### src/rtl/alu_ctrl_exec_if.sv
// Bus between the decode/execute block and its neighbours: instruction in,
// register read data in, decode controls, ALU result and flags out.
interface alu_ctrl_exec_if;
    logic [8:0] instr;
    logic [7:0] rdata_a;
    logic [7:0] rdata_b;
    logic [1:0] r_addr1;
    logic [1:0] r_addr2;
    logic [1:0] w_addr;
    logic       reg_write;
    logic [1:0] wb_sel;
    logic       mem_write;
    logic       mem_read;
    logic [4:0] lut_index;
    logic       branch_taken;
    logic [7:0] result;
    logic       carry;
    logic       eq_flag;
    logic       lt_flag;

    modport master (
        output instr, rdata_a, rdata_b,
        input  r_addr1, r_addr2, w_addr, reg_write, wb_sel, mem_write, mem_read,
               lut_index, branch_taken, result, carry, eq_flag, lt_flag
    );

    modport slave (
        input  instr, rdata_a, rdata_b,
        output r_addr1, r_addr2, w_addr, reg_write, wb_sel, mem_write, mem_read,
               lut_index, branch_taken, result, carry, eq_flag, lt_flag
    );
endinterface

### src/rtl/alu_ctrl_exec.sv
// Single-cycle decode/execute for the 9-bit, four-register 8-bit core.
// Define ALU_SIGNED_CMP_EN to make SLT/SLTE and the lt flag signed compares.
module alu_ctrl_exec (
    input  logic           clk,
    input  logic           reset,
    alu_ctrl_exec_if.slave bus
);
    localparam logic [1:0] T_R = 2'b00, T_MEM = 2'b01, T_BR = 2'b10, T_SH = 2'b11;

    localparam logic [2:0] R_AND = 3'd0, R_OR = 3'd1, R_XOR = 3'd2, R_ADD = 3'd3,
                           R_SUB = 3'd4, R_SLT = 3'd5, R_SLTE = 3'd6, R_SEQ = 3'd7;

    localparam logic [2:0] M_SB = 3'd0, M_LB = 3'd1, M_LL = 3'd2, M_LL2 = 3'd3,
                           M_LIL = 3'd4, M_LIU = 3'd5, M_LLM = 3'd6;

    localparam logic [1:0] B_EQ = 2'd0, B_LT = 2'd1, B_LTE = 2'd2, B_UN = 2'd3;
    localparam logic [1:0] S_LSL = 2'd0, S_LSR = 2'd1, S_LSI = 2'd2, S_RSI = 2'd3;

    logic [1:0] typ, op2, rd, rs;
    logic [2:0] op3;
    logic [3:0] imm4;
    logic [4:0] imm5;

    logic [7:0] a, b, op_b;
    logic [8:0] sum;
    logic [7:0] diff;
    logic       cmp_eq, cmp_ult, cmp_lt;

    logic       eq_q, lt_q;
    logic [4:0] lut_q;
    logic       flag_upd, ll_upd;

    assign typ  = bus.instr[8:7];
    assign op3  = bus.instr[6:4];
    assign op2  = bus.instr[6:5];
    assign rd   = bus.instr[3:2];
    assign rs   = bus.instr[1:0];
    assign imm4 = bus.instr[3:0];
    assign imm5 = bus.instr[4:0];

    assign a       = bus.rdata_a;
    assign b       = bus.rdata_b;
    assign sum     = {1'b0, a} + {1'b0, b};
    assign diff    = a - b;
    assign cmp_eq  = (a == b);
    assign cmp_ult = (a < b);
`ifdef ALU_SIGNED_CMP_EN
    assign cmp_lt  = ($signed(a) < $signed(b));
`else
    assign cmp_lt  = cmp_ult;
`endif

    always_comb begin
        bus.r_addr1      = rd;
        bus.r_addr2      = rs;
        bus.w_addr       = rd;
        bus.reg_write    = 1'b0;
        bus.wb_sel       = 2'd0;
        bus.mem_write    = 1'b0;
        bus.mem_read     = 1'b0;
        bus.lut_index    = lut_q;
        bus.branch_taken = 1'b0;
        bus.result       = 8'h00;
        bus.carry        = 1'b0;
        op_b             = b;
        flag_upd         = 1'b0;
        ll_upd           = 1'b0;
        unique case (typ)
            T_R: begin
                bus.reg_write = 1'b1;
                unique case (op3)
                    R_AND:  bus.result = a & b;
                    R_OR:   bus.result = a | b;
                    R_XOR:  bus.result = a ^ b;
                    R_ADD:  begin bus.result = sum[7:0]; bus.carry = sum[8]; end
                    R_SUB:  begin bus.result = diff; bus.carry = cmp_ult; flag_upd = 1'b1; end
                    R_SLT:  begin bus.result = {7'd0, cmp_lt}; flag_upd = 1'b1; end
                    R_SLTE: begin bus.result = {7'd0, cmp_lt | cmp_eq}; flag_upd = 1'b1; end
                    R_SEQ:  begin bus.result = {7'd0, cmp_eq}; flag_upd = 1'b1; end
                endcase
            end
            T_MEM: begin
                unique case (op3)
                    M_SB:  bus.mem_write = 1'b1;
                    M_LB:  begin bus.mem_read = 1'b1; bus.reg_write = 1'b1; bus.wb_sel = 2'd1; end
                    M_LL, M_LL2: ll_upd = 1'b1;
                    M_LIL: begin
                        bus.r_addr1 = 2'd0; bus.w_addr = 2'd0; bus.reg_write = 1'b1;
                        bus.result  = {a[7:4], imm4};
                    end
                    M_LIU: begin
                        bus.r_addr1 = 2'd0; bus.w_addr = 2'd0; bus.reg_write = 1'b1;
                        bus.result  = {imm4, a[3:0]};
                    end
                    M_LLM: begin bus.reg_write = 1'b1; bus.wb_sel = 2'd2; end
                    default: ;
                endcase
            end
            T_BR: begin
                bus.lut_index = imm5;
                unique case (op2)
                    B_EQ:  bus.branch_taken = eq_q;
                    B_LT:  bus.branch_taken = lt_q;
                    B_LTE: bus.branch_taken = eq_q | lt_q;
                    B_UN:  bus.branch_taken = 1'b1;
                endcase
            end
            T_SH: begin
                bus.reg_write = 1'b1;
                if (op2 == S_LSL || op2 == S_LSR) begin
                    bus.r_addr1 = bus.instr[4:3];
                    bus.w_addr  = bus.instr[4:3];
                    bus.r_addr2 = bus.instr[2:1];
                end else begin
                    bus.r_addr1 = 2'd0;
                    bus.w_addr  = 2'd0;
                    op_b        = {3'd0, imm5};
                end
                // Any amount of 8 or more shifts every bit out.
                if (op_b > 8'd7)
                    bus.result = 8'h00;
                else if (op2 == S_LSL || op2 == S_LSI)
                    bus.result = a << op_b[2:0];
                else
                    bus.result = a >> op_b[2:0];
            end
        endcase
    end

    // LL and LL2 differ only in op bit 0, which is the top bit of the index.
    always_ff @(posedge clk or posedge reset) begin
        if (reset) begin
            eq_q  <= 1'b0;
            lt_q  <= 1'b0;
            lut_q <= 5'd0;
        end else begin
            if (flag_upd) begin
                eq_q <= cmp_eq;
                lt_q <= cmp_lt;
            end
            if (ll_upd)
                lut_q <= {op3[0], imm4};
        end
    end

    assign bus.eq_flag = eq_q;
    assign bus.lt_flag = lt_q;
endmodule

### src/flat_wrapper.sv
// flat-port wrapper written by rule: the top's interface ports become plain ports
module alu_ctrl_exec_flat 
  (clk, reset, bus_instr, bus_rdata_a, bus_rdata_b, bus_r_addr1, bus_r_addr2, bus_w_addr, bus_reg_write, bus_wb_sel, bus_mem_write, bus_mem_read, bus_lut_index, bus_branch_taken, bus_result, bus_carry, bus_eq_flag, bus_lt_flag);
  alu_ctrl_exec_if bus_i ();
  input  logic clk;
  input  logic reset;
  input wire logic [$bits(bus_i.instr)-1:0] bus_instr;
  input wire logic [$bits(bus_i.rdata_a)-1:0] bus_rdata_a;
  input wire logic [$bits(bus_i.rdata_b)-1:0] bus_rdata_b;
  output wire logic [$bits(bus_i.r_addr1)-1:0] bus_r_addr1;
  output wire logic [$bits(bus_i.r_addr2)-1:0] bus_r_addr2;
  output wire logic [$bits(bus_i.w_addr)-1:0] bus_w_addr;
  output wire logic [$bits(bus_i.reg_write)-1:0] bus_reg_write;
  output wire logic [$bits(bus_i.wb_sel)-1:0] bus_wb_sel;
  output wire logic [$bits(bus_i.mem_write)-1:0] bus_mem_write;
  output wire logic [$bits(bus_i.mem_read)-1:0] bus_mem_read;
  output wire logic [$bits(bus_i.lut_index)-1:0] bus_lut_index;
  output wire logic [$bits(bus_i.branch_taken)-1:0] bus_branch_taken;
  output wire logic [$bits(bus_i.result)-1:0] bus_result;
  output wire logic [$bits(bus_i.carry)-1:0] bus_carry;
  output wire logic [$bits(bus_i.eq_flag)-1:0] bus_eq_flag;
  output wire logic [$bits(bus_i.lt_flag)-1:0] bus_lt_flag;
  assign bus_i.instr = bus_instr;
  assign bus_i.rdata_a = bus_rdata_a;
  assign bus_i.rdata_b = bus_rdata_b;
  assign bus_r_addr1 = bus_i.r_addr1;
  assign bus_r_addr2 = bus_i.r_addr2;
  assign bus_w_addr = bus_i.w_addr;
  assign bus_reg_write = bus_i.reg_write;
  assign bus_wb_sel = bus_i.wb_sel;
  assign bus_mem_write = bus_i.mem_write;
  assign bus_mem_read = bus_i.mem_read;
  assign bus_lut_index = bus_i.lut_index;
  assign bus_branch_taken = bus_i.branch_taken;
  assign bus_result = bus_i.result;
  assign bus_carry = bus_i.carry;
  assign bus_eq_flag = bus_i.eq_flag;
  assign bus_lt_flag = bus_i.lt_flag;
  alu_ctrl_exec u_core (.clk(clk), .reset(reset), .bus(bus_i));
endmodule
### config.mk
export PLATFORM = sky130hd
export DESIGN_NAME = alu_ctrl_exec_flat
export DESIGN_NICKNAME = d
export VERILOG_FILES = /design/src/rtl/alu_ctrl_exec_if.sv /design/src/rtl/alu_ctrl_exec.sv /design/src/flat_wrapper.sv
export SDC_FILE = /design/constraint.sdc
export NUM_CORES = 1
export LEC_CHECK = 0
export ABC_CLOCK_PERIOD_IN_PS = 2500
export BUFFER_PORTS_ARGS = -buffer_cell sky130_fd_sc_hd__buf_2
export CORE_ASPECT_RATIO = 1.1
export CORE_UTILIZATION = 57
export DETAILED_ROUTE_END_ITERATION = 7
export GPL_ROUTABILITY_DRIVEN = 0
export GPL_TIMING_DRIVEN = 0
export HOLD_SLACK_MARGIN = 0.02
export PLACE_DENSITY = 0.82
export SYNTH_ARGS = -nofsm -noshare
export SYNTH_HDL_FRONTEND = slang
export SYNTH_SLANG_ARGS = --single-unit
### constraint.sdc
create_clock -name clk -period 2.5 [get_ports clk]
set_input_delay 0.125 -clock clk [delete_from_list [all_inputs] [get_ports clk]]
set_output_delay 0.125 -clock clk [all_outputs]
set_load 0.005 [all_outputs]
==> results of run 1 <==
[repair_timing]
action	4_1_cts	5_1_grt
hold buffers	1	0
buffers inserted	0	0
pin swaps	0	2
setup endpoints to repair	3	7
endpoints found under the hold margin	7	0
resized for setup	6	13
[cell type report]
cell class              count  area (um^2)
multi-input cells         292         2270
inverters                  26         97.6
clock buffers               4         45.0
repair buffers             53          273
flip-flops and latches      7          175
fillers                   365         1280
plain buffers              26          135
well taps                  54         67.6
[where the power goes]
part           internal [mW]  switching [mW]
clock                  0.110          0.0501
combinational          0.266           0.348
sequential             0.135          0.0117
total                  0.512           0.410
[state kept, by name (all words and copies together), names as in the netlist]
signal,cells
u_core.bus.lt_flag,1
u_core.bus.eq_flag,1
u_core.lut_q,5
[per-layer routing]
| layer | vias to the layer above | part of all wire [%] | track usage, % |
|---|---|---|---|
| met5 | - | 0 | 0 |
| met4 | 0 | 5.2 | 18.9 |
| met3 | 44 | 10 | 2.97 |
| met2 | 251 | 44 | 56.1 |
| met1 | 1407 | 40 | 47.5 |
| li1 | 1416 | - | - |
[worst max-delay path, delay by kind of cell]
kind            cells  cell delay, ns
buf+inv             4            0.64
compound gates      3            0.68
fa+ha+maj           1            0.34
xor+xnor            1            0.17
simple gates        2            0.40
[through the flow]
step | setup WS, ns | area, um^2 | util, % | power, mW | setup TNS, ns
global placement | -0.173 | 2960 | 68.0 | 0.707 | -0.192
finish | 0.0144 | 3070 | 70.5 | 0.922 | 0
floorplan | 0.469 | 2630 | - | 0.539 | 0
global route | -0.0298 | 3070 | 70.5 | 0.978 | -0.0298
CTS | 0.00685 | 3040 | 69.8 | 0.891 | 0
detailed placement | -0.270 | 2960 | 68.0 | 0.719 | -0.287
[logic make-up (layout without fill, tap and decap cells)]
group / count (synthesis) / in the layout
mux: 46 / 46
simple gates: 108 / 108
xor+xnor: 6 / 6
fa+ha+maj: 31 / 31
buf+inv: 54 / 109
flops: 7 / 7
compound gates: 101 / 101
[final timing paths]
| check | slack, ns | cells past startpoint | to |
|---|---|---|---|
| setup / recovery | 0.01 | 11 | bus_result[7] |
| hold / removal | 0.29 | 2 | u_core.lut_q[3]$_DFFE_PP0P_ |
| setup reg to reg | 1.72 | 1 | u_core.bus.lt_flag$_DFFE_PP0P_ |
| hold reg to reg | 0.48 | 2 | u_core.lut_q[4]$_DFFE_PP0P_ |
| max in group asynchronous | 1.92 | 3 | u_core.bus.eq_flag$_DFFE_PP0P_ |
| min in group asynchronous | 0.37 | 3 | u_core.lut_q[1]$_DFFE_PP0P_ |
[synthesized netlist by cell type, drive strengths merged, types with 4 or more instances]
master,n,area share (%)
a21oi,23,4.4
a22oi,5,1.4
a31oi,6,1.4
buf,14,3.3
clkbuf,14,2.0
dfrtp,7,6.7
ha,29,14
inv,26,3.7
mux2,19,8.3
mux2i,23,9.2
mux4,4,3.4
nand2,21,3.0
nand2b,4,0.95
nand3,12,2.3
nor2,26,3.7
nor2b,11,2.6
nor3,8,1.5
nor3b,5,1.4
o211ai,4,1.1
o21ai,20,3.8
o22ai,11,2.6
o311ai,4,1.3
or3,4,0.95
xor2,4,1.3
[layout by cell type (no fill, tap or decap), types with 5 or more instances in the layout]
master    count
o21ai_0      19
dfrtp_1       7
o22ai_1      11
nand3_1      12
buf_2        57
clkbuf_1     13
mux2i_1      22
ha_1         27
a22oi_1       5
mux2_2       18
nand2_1      21
nor3b_1       5
nor3_1        7
inv_1        25
a31oi_1       6
nor2b_1      10
nor2_1       25
a21oi_1      22
==> impl_metrics.tcl, run 1 <==
set metrics [dict create \
    synth_edf_count 0 \
    synthAdderAreaFrac_pct 15.3 \
    cts_buffer_depth 2 \
    syn_nets 411 \
    clock_skew_ns 0 \
    start_util_pct 60.5 \
    ir_drop_v 0.000190 \
    arrival_ns 2.36 \
    via_count 3118 \
    ys_warn_count 0 \
    clock_sinks 7 \
    min-delay-path-class "in -> reg" \
    syn_area_mm2 0.00263 \
    htreeDepth 1 \
    hpwl_um 6670 \
    synth_ff_type "dfrtp_1" \
    via_per_inst 6.75 \
    synthArstFlopShare_pct 100 \
    first_iter_violations 342 \
    detail-route-antenna-nets 0 \
    nets 467 \
    synth_area_per_cell_um2 7.45 \
    worstPathCellList "clkbuf_4 -> inv_1 -> ha_1 -> clkbuf_4 -> nor2_1 -> a221oi_2 -> a221oi_2 -> xnor2_1 -> o22ai_1 -> or3_1 -> buf_2" \
    hold_viol_final 0 \
    dp_cells 459 \
    synth.area.mux_share_pct 20.9 \
    ys_seq_elements 7 \
    cts_made_buffers 3 \
    r2r-start "u_core.bus.lt_flag$_DFFE_PP0P_" \
    finalCritPeriodShare_pct 99.4 \
    grt-ovfl-total 0 \
    root_buffer "clkbuf_8" \
    path_max_fanout 10 \
    critical_path_class "in -> out" \
    core.rowCount 25 \
    required_ns 2.38 \
    synthCells 353 \
    tritoncts "done" \
    track_usage_pct 35.5 \
    power.leakage_nw 1.41 \
    fmax_ghz 0.402 \
    ios 55 \
    die_h_um 73.2 \
    slew_violations 0 \
    ys_seq_area_share_pct 6.66 \
    dr.pass1.iters 5 \
    crit_slowest_cell "a221oi_2" \
    grt_max_degree 12 \
    holdWs_ns 0.291 \
    critPathLaunchType "input pin" \
    insertion_delay_ns 0.23 \
    grt_pass1_wl_um 13200 \
    synth_compound_area_share_pct 25.0 \
    area_growth_syn_to_layout_pct 16.6 \
    rsz0062_at_grt "true" \
    synth.distinct_cells 56 \
    dieArea_mm2 0.00489 \
    endpoint_kind "output port" \
    layout-drive-gt1-share_pct 26.0 \
    diodes 0 \
    max_stage_delay_ns 0.43 \
    setup_viol 0 \
    drt-total-wl_um 8740 \
    antenna_found_initial 0 \
    worst_slew_pin_slew_ns 0.654 \
    synth-xor-area-share_pct 2.00 \
    port_buffers 52 \
    grt_pass1_vias 2767 \
    slew_headroom_pct 55.1 \
    clk_pin_slew_ns 0.04 \
    cap_violations 0 \
    yosys.area_share.simple_pct 21.0 \
    synth_top_family_by_area "compound AO/OA/AOI/OAI gates" \
    p_per_area_mw_per_mm2 301 \
    period_minus_slack_ns 2.49 \
    fin_cells 462 \
    fp.coreArea_mm2 0.00435 \
    fp.dieW_um 66.8 \
    route.detailed.drc 0 \
    routedWlPerCell_um 18.9 \
    status "completed" \
    crit_path_start "bus_rdata_a[4]" \
    hp-start "bus_instr[3]" \
]
No activity file was read; power rests on OpenSTA's default activity.
==> inputs of run 2 (changes only) <==
- CTS_BUF_LIST: unset -> sky130_fd_sc_hd__clkbuf_8 sky130_fd_sc_hd__clkbuf_16
==> run 2 against run 1 <==
Net effect: sequential power is essentially flat; clock skew is the same; flip-flop and latch count is the same; final cell count is the same; register-to-register slack is essentially flat; sequential share of layout area is the same; clock power shrank 4%; clock-buffer cell count shrank 1; utilization is the same; wire length shrank 1.2%; largest cell class unchanged.
==> impl_metrics.tcl, run 2 (synthesis results as in run 1) <==
set metrics [dict create \
    fill_cells 365 \
    largest_reg_flops 5 \
    detail-route-antenna-nets 0 \
    dr.pass1.iters 5 \
    p_int_mw 0.508 \
    clock_sinks 7 \
    critical_path_class "in -> out" \
    fp.dieW_um 66.8 \
    clock_skew_ns 0 \
    rsz0062_at_grt "true" \
    cts_made_buffers 3 \
    hold_viol_final 0 \
    power_mw 0.914 \
    fp.coreArea_mm2 0.00435 \
    cts_buffer_depth 2 \
    antenna_found_initial 0 \
    arrival_ns 2.37 \
    period_minus_slack_ns 2.49 \
    hpwl_um 6670 \
    clk_pin_slew_ns 0.04 \
    drt-total-wl_um 8630 \
    tns_ns 0 \
    die_h_um 73.2 \
    holdWs_ns 0.299 \
    via_count 3069 \
    insertion_delay_ns 0.22 \
    placed_area_mm2 0.00296 \
    p_sw_mw 0.406 \
    power.leakage_nw 1.42 \
    diodes 0 \
    critPathLaunchType "input pin" \
    via_per_inst 6.64 \
    required_ns 2.38 \
    route.detailed.drc 0 \
    ios 55 \
    ir_drop_v 0.000188 \
    start_util_pct 60.5 \
    seqPwrFrac_pct 16.1 \
    status "completed" \
    area_growth_syn_to_layout_pct 16.6 \
    slew_headroom_pct 54.8 \
    grt_pass1_wl_um 13200 \
    setup_viol 0 \
    core.rowCount 25 \
    port_buffers 52 \
    combPwrFrac_pct 66.9 \
    dieArea_mm2 0.00489 \
    grt_pass1_vias 2767 \
    endpoint_kind "output port" \
    most-common-layout-cells "buf_2, ha_1, inv_1, nor2_1" \
    p_sw_share_pct 44.5 \
    tritoncts "done" \
    final_util_pct 70.5 \
    fmax_ghz 0.401 \
    routedWlPerCell_um 18.7 \
    nets 467 \
    grt-ovfl-total 0 \
    worst_slew_pin_slew_ns 0.660 \
    min-delay-path-class "in -> reg" \
    fin_area_mm2 0.00307 \
    first_iter_violations 369 \
    regMostFlops "u_core.lut_q" \
    finalCritPeriodShare_pct 99.6 \
    htreeDepth 1 \
    grt_max_degree 12 \
    path_max_fanout 10 \
    track_usage_pct 35.5 \
    final_common_cell "buf_2" \
    slew_violations 0 \
    root_buffer "clkbuf_8" \
    p_per_area_mw_per_mm2 298 \
    layout-drive-gt1-share_pct 26.0 \
    cap_violations 0 \
    clkPwrFrac_pct 17.0 \
]
run 2: worst paths after layout:
kind	start	end	slack [ns]	depth (start not counted)
worst max register to register	u_core.bus.lt_flag$_DFFE_PP0P_	u_core.bus.lt_flag$_DFFE_PP0P_	1.72	1
worst min register to register	u_core.lut_q[4]$_DFFE_PP0P_	u_core.lut_q[4]$_DFFE_PP0P_	0.48	2
min in group asynchronous	reset	u_core.lut_q[1]$_DFFE_PP0P_	0.37	3
worst min-delay path	bus_instr[3]	u_core.lut_q[3]$_DFFE_PP0P_	0.30	2
worst max-delay path	bus_rdata_a[4]	bus_result[7]	0.009	11
max in group asynchronous	reset	u_core.bus.eq_flag$_DFFE_PP0P_	1.92	3
run 2: timing repair:
| item | 4_1_cts | 5_1_grt |
|---|---|---|
| setup endpoints to repair | 3 | 7 |
| resized for setup | 6 | 13 |
| setup buffers | 0 | 0 |
| hold buffers | 1 | 0 |
| pin swaps | 0 | 2 |
| hold endpoints to repair | 7 | 0 |
run 2: power by group through the flow:
stage               registers (mW)  clock network (mW)  logic, mW
floorplan                    0.146                   0      0.393
global placement             0.148                   0      0.559
detailed placement           0.149                   0      0.570
CTS                          0.148               0.157      0.582
global route                 0.150               0.162      0.662
finish                       0.147               0.155      0.612
run 2: cell type report:
cell class / instances / area [um^2] / share of cell area, %
Multi-Input combinational cell: 292 / 2270 / 74.1
Timing Repair Buffer: 53 / 273 / 8.90
Sequential cell: 7 / 175 / 5.71
Buffer: 26 / 135 / 4.41
Inverter: 26 / 97.6 / 3.18
Tap cell: 54 / 67.6 / 2.20
Clock buffer: 3 / 41.3 / 1.35
Clock inverter: 1 / 3.75 / 0.122
run 2: critical path, cell delays in order:
cell      delay (ns)
clkbuf_4        0.18
inv_1           0.10
ha_1            0.33
clkbuf_4        0.21
nor2_1          0.07
a221oi_2        0.43
a221oi_2        0.13
xnor2_1         0.18
o22ai_1         0.12
or3_1           0.33
buf_2           0.14
run 2: layer usage:
layer	vias to the layer above	track usage [%]	part of all wire [%]
met2	237	56.1	45
met5	-	0	0
met1	1380	47.5	40
li1	1418	-	-
met4	0	18.9	5.4
met3	34	2.97	10
run 2: through the flow:
step	std cells	setup slack, ns
2_1_floorplan	353	0.469
3_3_place_gp	459	-0.173
3_5_place_dp	459	-0.270
4_1_cts	464	0.00685
5_1_grt	462	-0.0298
6_report	462	0.00932
==> inputs of run 3 (changes only) <==
- ABC_CLOCK_PERIOD_IN_PS: 2500 -> 2910
- CORE_UTILIZATION: 57 -> 45
- PLACE_DENSITY: 0.82 -> 0.67
- clock period: 2.5 -> 2.91 ns (I/O delays scaled with it)
==> run 3 against run 2 <==
Net effect: utilization down 15 points; final cell count rose by 5.0%; first-iteration DRC count shrank 22%; via count shrank 1.4%; sequential share of layout area rose by 0.052 points; clock skew did not move; critical path type unchanged; largest cell class unchanged; flip-flop and latch count is the same; register-to-register slack better by 0.40 ns; critical path depth unchanged.
==> impl_metrics.tcl, run 3 (synthesis results as in run 1) <==
set metrics [dict create \
    status "completed" \
    grt_pass1_wl_um 13900 \
    path_max_fanout 9 \
    critPathLaunchType "input pin" \
    ios 55 \
    rsz0062_at_grt "false" \
    min-delay-path-class "in -> reg" \
    layout-drive-gt1-share_pct 22.9 \
    fp.coreArea_mm2 0.00550 \
    diodes 0 \
    p_per_area_mw_per_mm2 251 \
    clock_skew_ns 0 \
    whs_path_depth 2 \
    route.detailed.drc 0 \
    port_buffers 52 \
    via_count 3026 \
    insertion_delay_ns 0.22 \
    cts_made_buffers 3 \
    r2r_slack_ns 2.12 \
    drt-total-wl_um 9120 \
    antenna_found_initial 0 \
    ir_drop_v 0.000271 \
    clock_sinks 7 \
    detail-route-antenna-nets 0 \
    grt_pass1_vias 2725 \
    hpwl_um 7030 \
    setup_viol 0 \
    dieArea_mm2 0.00615 \
    finalCritPeriodShare_pct 93.2 \
    area_growth_syn_to_layout_pct 15.6 \
    tritoncts "done" \
    r2r-start "u_core.bus.lt_flag$_DFFE_PP0P_" \
    required_ns 2.76 \
    cts_buffer_depth 2 \
    core.rowCount 28 \
    dr.pass1.iters 5 \
    track_usage_pct 30.2 \
    worstReg2RegEnd "u_core.bus.lt_flag$_DFFE_PP0P_" \
    root_buffer "clkbuf_8" \
    final_common_cell "buf_2" \
    first_iter_violations 287 \
    die_h_um 82.2 \
    worst_slew_pin_slew_ns 0.699 \
    period_minus_slack_ns 2.71 \
    most-common-layout-cells "buf_2, ha_1, inv_1, nor2_1, a21oi_1" \
    power_mw 0.763 \
    endpoint_kind "output port" \
    htreeDepth 1 \
    dp_cells 480 \
    start_util_pct 47.8 \
    nets 469 \
    slew_violations 0 \
    critical_path_class "in -> out" \
    cap_violations 0 \
    regMostFlops "u_core.lut_q" \
    grt_max_degree 12 \
    arrival_ns 2.57 \
    slew_headroom_pct 52.1 \
    power.leakage_nw 1.41 \
    grt-ovfl-total 0 \
    hp-start "bus_instr[0]" \
    fp.dieW_um 74.9 \
    clk_pin_slew_ns 0.04 \
    fin_cells 485 \
    min_to "u_core.lut_q[0]$_DFFE_PP0P_" \
    routedWlPerCell_um 18.8 \
    largest_reg_flops 5 \
    reg2reg_depth 1 \
    via_per_inst 6.24 \
    hold_viol_final 0 \
    fmax_ghz 0.369 \
    tns_ns 0 \
]
-- run 3: metrics by stage --
step           hold slack [ns]  utilization [%]  instance area, um^2  setup WS, ns
2_1_floorplan          -0.0511                -                 2630         0.838
3_3_place_gp            0.0845             54.2                 2980         0.161
3_5_place_dp            0.0847             54.2                 2980         0.166
4_1_cts                  0.296             55.2                 3040         0.134
5_1_grt                  0.324             55.2                 3040         0.104
6_report                 0.306             55.2                 3040         0.198
-- run 3: critical path, cell delays in order --
cell,delay (ns)
buf_2,0.19
inv_1,0.09
ha_1,0.28
clkbuf_1,0.33
nor3_1,0.09
a221oi_1,0.48
a221oi_1,0.19
xnor2_1,0.18
o22ai_1,0.11
or3_1,0.32
buf_2,0.14
-- run 3: cell type report --
class                      count  area [um^2]
sequential                     7          175
multi-input combinational    292         2220
fill                         568         2460
clock buffer                   3         41.3
inverter                      26         97.6
timing repair buffer          53          270
clock inverter                 1         3.75
buffer                        28          140
tap                           75         93.8
-- run 3: repair_timing --
item / 4_1_cts / 5_1_grt
hold endpoints to repair: 7 / 0
setup buffers: 0 / 0
setup endpoints to repair: 0 / 1
gates resized for setup: 0 / 1
hold buffers: 1 / 0
-- run 3: how the worst max path moves through the flow --
stage,cells past startpoint,end,startpoint,slack [ns]
detailed placement,10,bus_result[7],bus_rdata_a[1],0.17
finish,11,bus_result[7],bus_rdata_a[2],0.20
floorplan,9,bus_result[7],bus_rdata_b[2],0.84
global placement,10,bus_result[7],bus_rdata_a[1],0.16
CTS,10,bus_result[7],bus_rdata_a[1],0.13
global route,11,bus_result[7],bus_rdata_a[2],0.10
-- run 3: power breakdown --
part	leakage [nW]	switching, mW	total (mW)	internal [mW]
combinational	1.30	0.289	0.509	0.220
sequential	0.0859	0.0111	0.128	0.116
clock	0.0269	0.0362	0.127	0.0907
-- run 3: routing by layer --
metal / global-route usage [%] / share of wire, % / up-vias
met5: 0 / 0 / -
met4: 13.2 / 3.9 / 0
met3: 1.70 / 9.3 / 28
met2: 47.8 / 45 / 193
met1: 42.1 / 42 / 1386
li1: - / - / 1419
